### src/rtl/count_tracker.sv
// count_tracker: watches an up/down cycling counter (0..MAXV) and classifies
// each sampled transition as hold, +1 step, -1 step, wrap or load-jump.
// It also keeps a saturating wrap count and a sticky out-of-range flag.
// All outputs are registered, so a pulse appears in the cycle after the
// sampling edge.
module count_tracker #(
    parameter int MAXV  = 4,
    parameter int WRAPW = 8
) (
    input  logic             clk,
    input  logic             reset,
    input  logic             clr,
    input  logic             en,
    input  logic [2:0]       y_in,
    output logic             step_up,
    output logic             step_dn,
    output logic             wrap_pulse,
    output logic             jump,
    output logic             dir_out,
    output logic [WRAPW-1:0] wraps,
    output logic             range_err,
    output logic             tracking
);

    typedef enum logic [1:0] {
        ST_INIT  = 2'd0,
        ST_TRACK = 2'd1,
        ST_FAULT = 2'd2
    } state_t;

    localparam logic [2:0]       MAX_C     = 3'(MAXV);
    localparam logic [WRAPW-1:0] WRAPS_SAT = {WRAPW{1'b1}};
    localparam logic [WRAPW-1:0] WRAPS_ONE = WRAPW'(1);

    state_t           state_q, state_d;
    logic [2:0]       prev_q, prev_d;
    logic             dir_q, dir_d;
    logic [WRAPW-1:0] wraps_q, wraps_d;
    logic             range_err_q, range_err_d;
    logic             tracking_q, tracking_d;
    logic             step_up_q, step_up_d;
    logic             step_dn_q, step_dn_d;
    logic             wrap_q, wrap_d;
    logic             jump_q, jump_d;

    // Next-state and transition classification; clr overrides everything.
    always_comb begin
        state_d     = state_q;
        prev_d      = prev_q;
        dir_d       = dir_q;
        wraps_d     = wraps_q;
        range_err_d = range_err_q;
        step_up_d   = 1'b0;
        step_dn_d   = 1'b0;
        wrap_d      = 1'b0;
        jump_d      = 1'b0;

        if (clr) begin
            state_d     = ST_INIT;
            prev_d      = 3'd0;
            dir_d       = 1'b0;
            wraps_d     = {WRAPW{1'b0}};
            range_err_d = 1'b0;
        end else begin
            case (state_q)
                ST_INIT: begin
                    if (en && (y_in > MAX_C)) begin
                        range_err_d = 1'b1;
                        state_d     = ST_FAULT;
                    end else if (en) begin
                        prev_d  = y_in;
                        state_d = ST_TRACK;
                    end else begin
                        state_d = ST_INIT;
                    end
                end
                ST_TRACK: begin
                    if (en && (y_in > MAX_C)) begin
                        // prev keeps the last legal value
                        range_err_d = 1'b1;
                        state_d     = ST_FAULT;
                    end else if (en) begin
                        prev_d = y_in;
                        if (y_in == prev_q) begin
                            jump_d = 1'b0;
                        end else if ((prev_q < MAX_C) && (y_in == prev_q + 3'd1)) begin
                            step_up_d = 1'b1;
                            dir_d     = 1'b1;
                        end else if ((prev_q > 3'd0) && (y_in == prev_q - 3'd1)) begin
                            step_dn_d = 1'b1;
                            dir_d     = 1'b0;
                        end else if ((prev_q == MAX_C) && (y_in == 3'd0)) begin
                            step_up_d = 1'b1;
                            wrap_d    = 1'b1;
                            dir_d     = 1'b1;
                        end else if ((prev_q == 3'd0) && (y_in == MAX_C)) begin
                            step_dn_d = 1'b1;
                            wrap_d    = 1'b1;
                            dir_d     = 1'b0;
                        end else begin
                            jump_d = 1'b1;
                        end
                    end else begin
                        state_d = ST_TRACK;
                    end
                end
                ST_FAULT: begin
                    // Only clr or reset leaves FAULT; en is ignored here.
                    state_d     = ST_FAULT;
                    range_err_d = 1'b1;
                end
                default: begin
                    state_d = ST_INIT;
                end
            endcase

            // The wrap pulse always fires; only the count saturates.
            if (wrap_d && (wraps_q != WRAPS_SAT)) begin
                wraps_d = wraps_q + WRAPS_ONE;
            end else begin
                wraps_d = wraps_d;
            end
        end

        tracking_d = (state_d == ST_TRACK);
    end

    // State, history and registered outputs; async active-low reset.
    always_ff @(posedge clk or negedge reset) begin
        if (!reset) begin
            state_q     <= ST_INIT;
            prev_q      <= 3'd0;
            dir_q       <= 1'b0;
            wraps_q     <= {WRAPW{1'b0}};
            range_err_q <= 1'b0;
            tracking_q  <= 1'b0;
            step_up_q   <= 1'b0;
            step_dn_q   <= 1'b0;
            wrap_q      <= 1'b0;
            jump_q      <= 1'b0;
        end else begin
            state_q     <= state_d;
            prev_q      <= prev_d;
            dir_q       <= dir_d;
            wraps_q     <= wraps_d;
            range_err_q <= range_err_d;
            tracking_q  <= tracking_d;
            step_up_q   <= step_up_d;
            step_dn_q   <= step_dn_d;
            wrap_q      <= wrap_d;
            jump_q      <= jump_d;
        end
    end

    assign step_up    = step_up_q;
    assign step_dn    = step_dn_q;
    assign wrap_pulse = wrap_q;
    assign jump       = jump_q;
    assign dir_out    = dir_q;
    assign wraps      = wraps_q;
    assign range_err  = range_err_q;
    assign tracking   = tracking_q;

endmodule

### config.mk
export PLATFORM = sky130hd
export DESIGN_NAME = count_tracker
export DESIGN_NICKNAME = d
export VERILOG_FILES = /design/src/rtl/count_tracker.sv
export SDC_FILE = /design/constraint.sdc
export NUM_CORES = 1
export LEC_CHECK = 0
export BUFFER_PORTS_ARGS = -buffer_cell sky130_fd_sc_hd__buf_2
export CORE_MARGIN = 3
export CORE_UTILIZATION = 51
export CTS_BUF_LIST = sky130_fd_sc_hd__clkbuf_8
export DETAILED_ROUTE_END_ITERATION = 16
export PLACE_DENSITY = 0.78
export SLEW_MARGIN = 10
export SYNTH_ARGS = -nofsm -noshare
export SYNTH_HDL_FRONTEND = slang
export SYNTH_SLANG_ARGS = --single-unit
### constraint.sdc
create_clock -name clk -period 2 [get_ports clk]
set_input_delay 0.4 -clock clk [delete_from_list [all_inputs] [get_ports clk]]
set_output_delay 0.4 -clock clk [all_outputs]
set_load 0.02 [all_outputs]
==> impl_results.md <==
* Status: finished, violations left
* Violated checks: setup timing
* Final #Nets at 174
* Area contributors post-synth: dfrtp_1 44%, ha_1 4.4%, mux2i_1 4.4%
* First-pass GRT wire length at 4.95 mm
* H-tree depth at 1
* Register share of total power at 45.5%
* Tot GR Track Use at 24.7%
* Post-Syn Instances at 112
* NetSw at 270 uW
* Post-synth EDFFs at 0
* Async SR Flop Fraction at 100%
* ANT nets after route at 0
* Synth Register Bits at 20
* Clock Path Buffers at 2
* Non-filler cells, final at 188
* RSZ-0062 raised after global routing: yes
* Synth warn at 0
* Initial core utilization at 55.8%
* Pre-antenna DRT Iters at 4
* Vias at 1110
* Pleak at 0.000781 uW
* CTS Hold Bufs at 0
* Final worst-path cycle share at 109%
* Die X at 53.0 um
* Core Box Area at a little over 0.002 mm2
* Post-synthesis sequential area ratio at about 44%
* Initial antenna violation count at 0
* Num Clock Sinks at 20
* Critical Path Start Type: flip-flop
* Final-report max-slew violation count at 0
* Worst vdd ir at 457 uV
* DP HPWL at between 1.5 and 2 mm
* Max Cap Viol at 0
* Worst R2R Setup Slack at -180 ps
* Crit Path Max Fanout at 7
* Area Overhead vs Synth at 47.7%
* Worst-Margin Slew at 443 ps
* Distinct cell type count after synthesis at 39
* Worst setup margin at -180 ps
* Initial DRC count at 45
* Pwr/cell area at ~560 mW/mm2
* Setup Total Neg Slack at -894 ps
* CP arrival at 2370 ps
* Wire per inst at 17.5 um
* Pin count of the biggest net entering global routing at 21
* Crit. End Element: flip-flop
* Critical path required time at 2190 ps
* Min-Delay Path Class: input pin to async pin
* Power share of the combinational group at about a quarter
* Vias in the first global route at 1052
* Post-route cell area at 0.00167 mm2
* I/O Pins at 22
* Root Driver: clkbuf_8
* Reg2reg start: prev_q[0]
* Slew HR at 70.5%
* Post-Place Cells at 177
* Clock transition at path regs at 70 ps
* Yosys top cell area share at between 40% and 50%
* Switching share of power at 28.8%
* Final setup viols at 9
* Dominant synthesized flop cell: dfrtp_1
* Pwr Total at 937 uW
* Routed WL at 3.29 mm
* Diode count at 0
* CTS tree: built
* Synthesized area at 0.00113 mm2
* Layout cells sized above 1 at 48.4%
* Area of the multi-input gates at 738 um2
* Die ar. at 0.00281 mm2
* Fin crit period at roughly 2200 ps
* Remaining global-route overflow at 0
* Syn avg cell area at 10.1 um2
* Worst Skew at between 1.5 and 2 ps
* DRC viols at 0
* Vias per cell at 5.90
* FF-to-FF path depth at 8
* Yosys top cell by area: dfrtp_1
* F_max at 0.459 GHz
* Crit Path Category: flip-flop to flip-flop
* Final hold violation count at 0
* I/O Buffers at 21
* Syn nets at ~120
* Clock Latency Late Sink at 260 ps
* Clock power frac at between 20% and 30%
* Die H at 53.0 um
* Placed cell area at 0.00142 mm2
* Routability Congestion at 0.830
* Register area at 500 um2
* Num CTS Buffers at 3
* Worst R2R End: wraps[4]
* Cell internal pwr at 668 uW
* Place WS at -210 ps
* Fill count at between 100 and 150
* Num rows at 16
==> power by group through the flow <==
stage	clock (uW)	sequential, uW	combinational [uW]
after detailed placement	0	434	182
after CTS	266	426	225
after floorplan	0	439	94.5
after global placement	0	433	175
final	270	426	241
after global routing	280	428	258
==> logic make-up after synthesis <==
kind of cell	Yosys count	share of synthesized area, %
muxes	7	6.76
xor gates and xnor gates	6	4.66
AOI/OAI and AO/OA	24	14.7
buffers and inverters	8	3.66
and+or+nand+nor	43	21.4
DFF	20	44.3
adders and majority gates	4	4.43
==> routing by layer <==
metal | GRT usage (%) | routed length (um) | vias up
li1 | - | - | 507
met1 | 29.5 | 1280 | 537
met4 | 13.2 | 130 | 0
met2 | 41.9 | 1650 | 51
met5 | 0 | 0 | -
met3 | 4.23 | 229 | 15
==> registers in the layout, summed over array words and instances, names as in the netlist <==
| signal | flops |
|---|---|
| wraps | 8 |
| prev_q | 3 |
| wrap_pulse | 1 |
| step_dn | 1 |
| jump | 1 |
| range_err | 1 |
| state_q | 2 |
| step_up | 1 |
| dir_out | 1 |
| tracking | 1 |
==> cells in the final DEF (no fill, tap or decap), drive strengths merged, types with 3 or more instances in the layout <==
master	count
a21oi	8
buf	49
clkbuf	3
dfrtp	20
ha	4
inv	5
mux2i	5
nand2	9
nand3	6
nor2	10
o21ai	3
o31ai	3
or4	4
xnor2	3
xor2	3
==> per-stage QoR <==
step | utilization (%) | hold slack [ps]
floorplan | - | 104
global placement | 70.1 | 363
detailed placement | 70.1 | 361
CTS | 80.7 | 84.9
global route | 82.4 | 101
finish | 82.4 | 73.5
==> repair_timing <==
action | in CTS | in global routing
resized for setup | 24 | 4
endpoints found under the setup margin | 9 | 9
setup buffers | 6 | 2
pin swaps | 13 | 8
endpoints found under the hold margin | 0 | 0
==> layout make-up <==
type                    count  share of cell area [%]
repair buffers             49                    20.0
clock buffers               3                    2.48
multi-input cells          84                    44.3
well taps                  27                    2.03
inverters                   5                    1.13
flip-flops and latches     20                    30.0
==> synth_stat cells (2+ instances only) <==
master	number
dfrtp_1	20
nor2_1	10
nand2_1	9
a21oi_1	8
inv_1	5
mux2i_1	5
nand3_1	5
ha_1	4
o21ai_0	3
o31ai_1	3
or4_1	3
xnor2_1	3
xor2_1	3
nand3b_1	2
nand4_1	2
nor3_2	2
o211a_1	2
or3_1	2
==> how the worst max path moves through the flow <==
stage / startpoint / endpoint / slack [ps] / cells after the start
2_1_floorplan: prev_q[0] / wraps[7] / -70 / 7
3_3_place_gp: prev_q[0] / wraps[6] / -130 / 8
3_5_place_dp: prev_q[0] / wraps[6] / -210 / 8
4_1_cts: prev_q[0] / wraps[6] / -120 / 8
5_1_grt: prev_q[1] / wraps[4] / -270 / 8
6_report: prev_q[0] / wraps[4] / -180 / 8
==> worst max-delay path, cell delays in order, from the launching register on <==
cell and delay (ps):
dfrtp_1 380, inv_2 80, ha_4 260, xor2_1 230, or4_4 200, o2111ai_4 190
buf_4 210, or4_1 410, a21oi_1 150
Note: power is estimated with default switching activity, not from simulation.
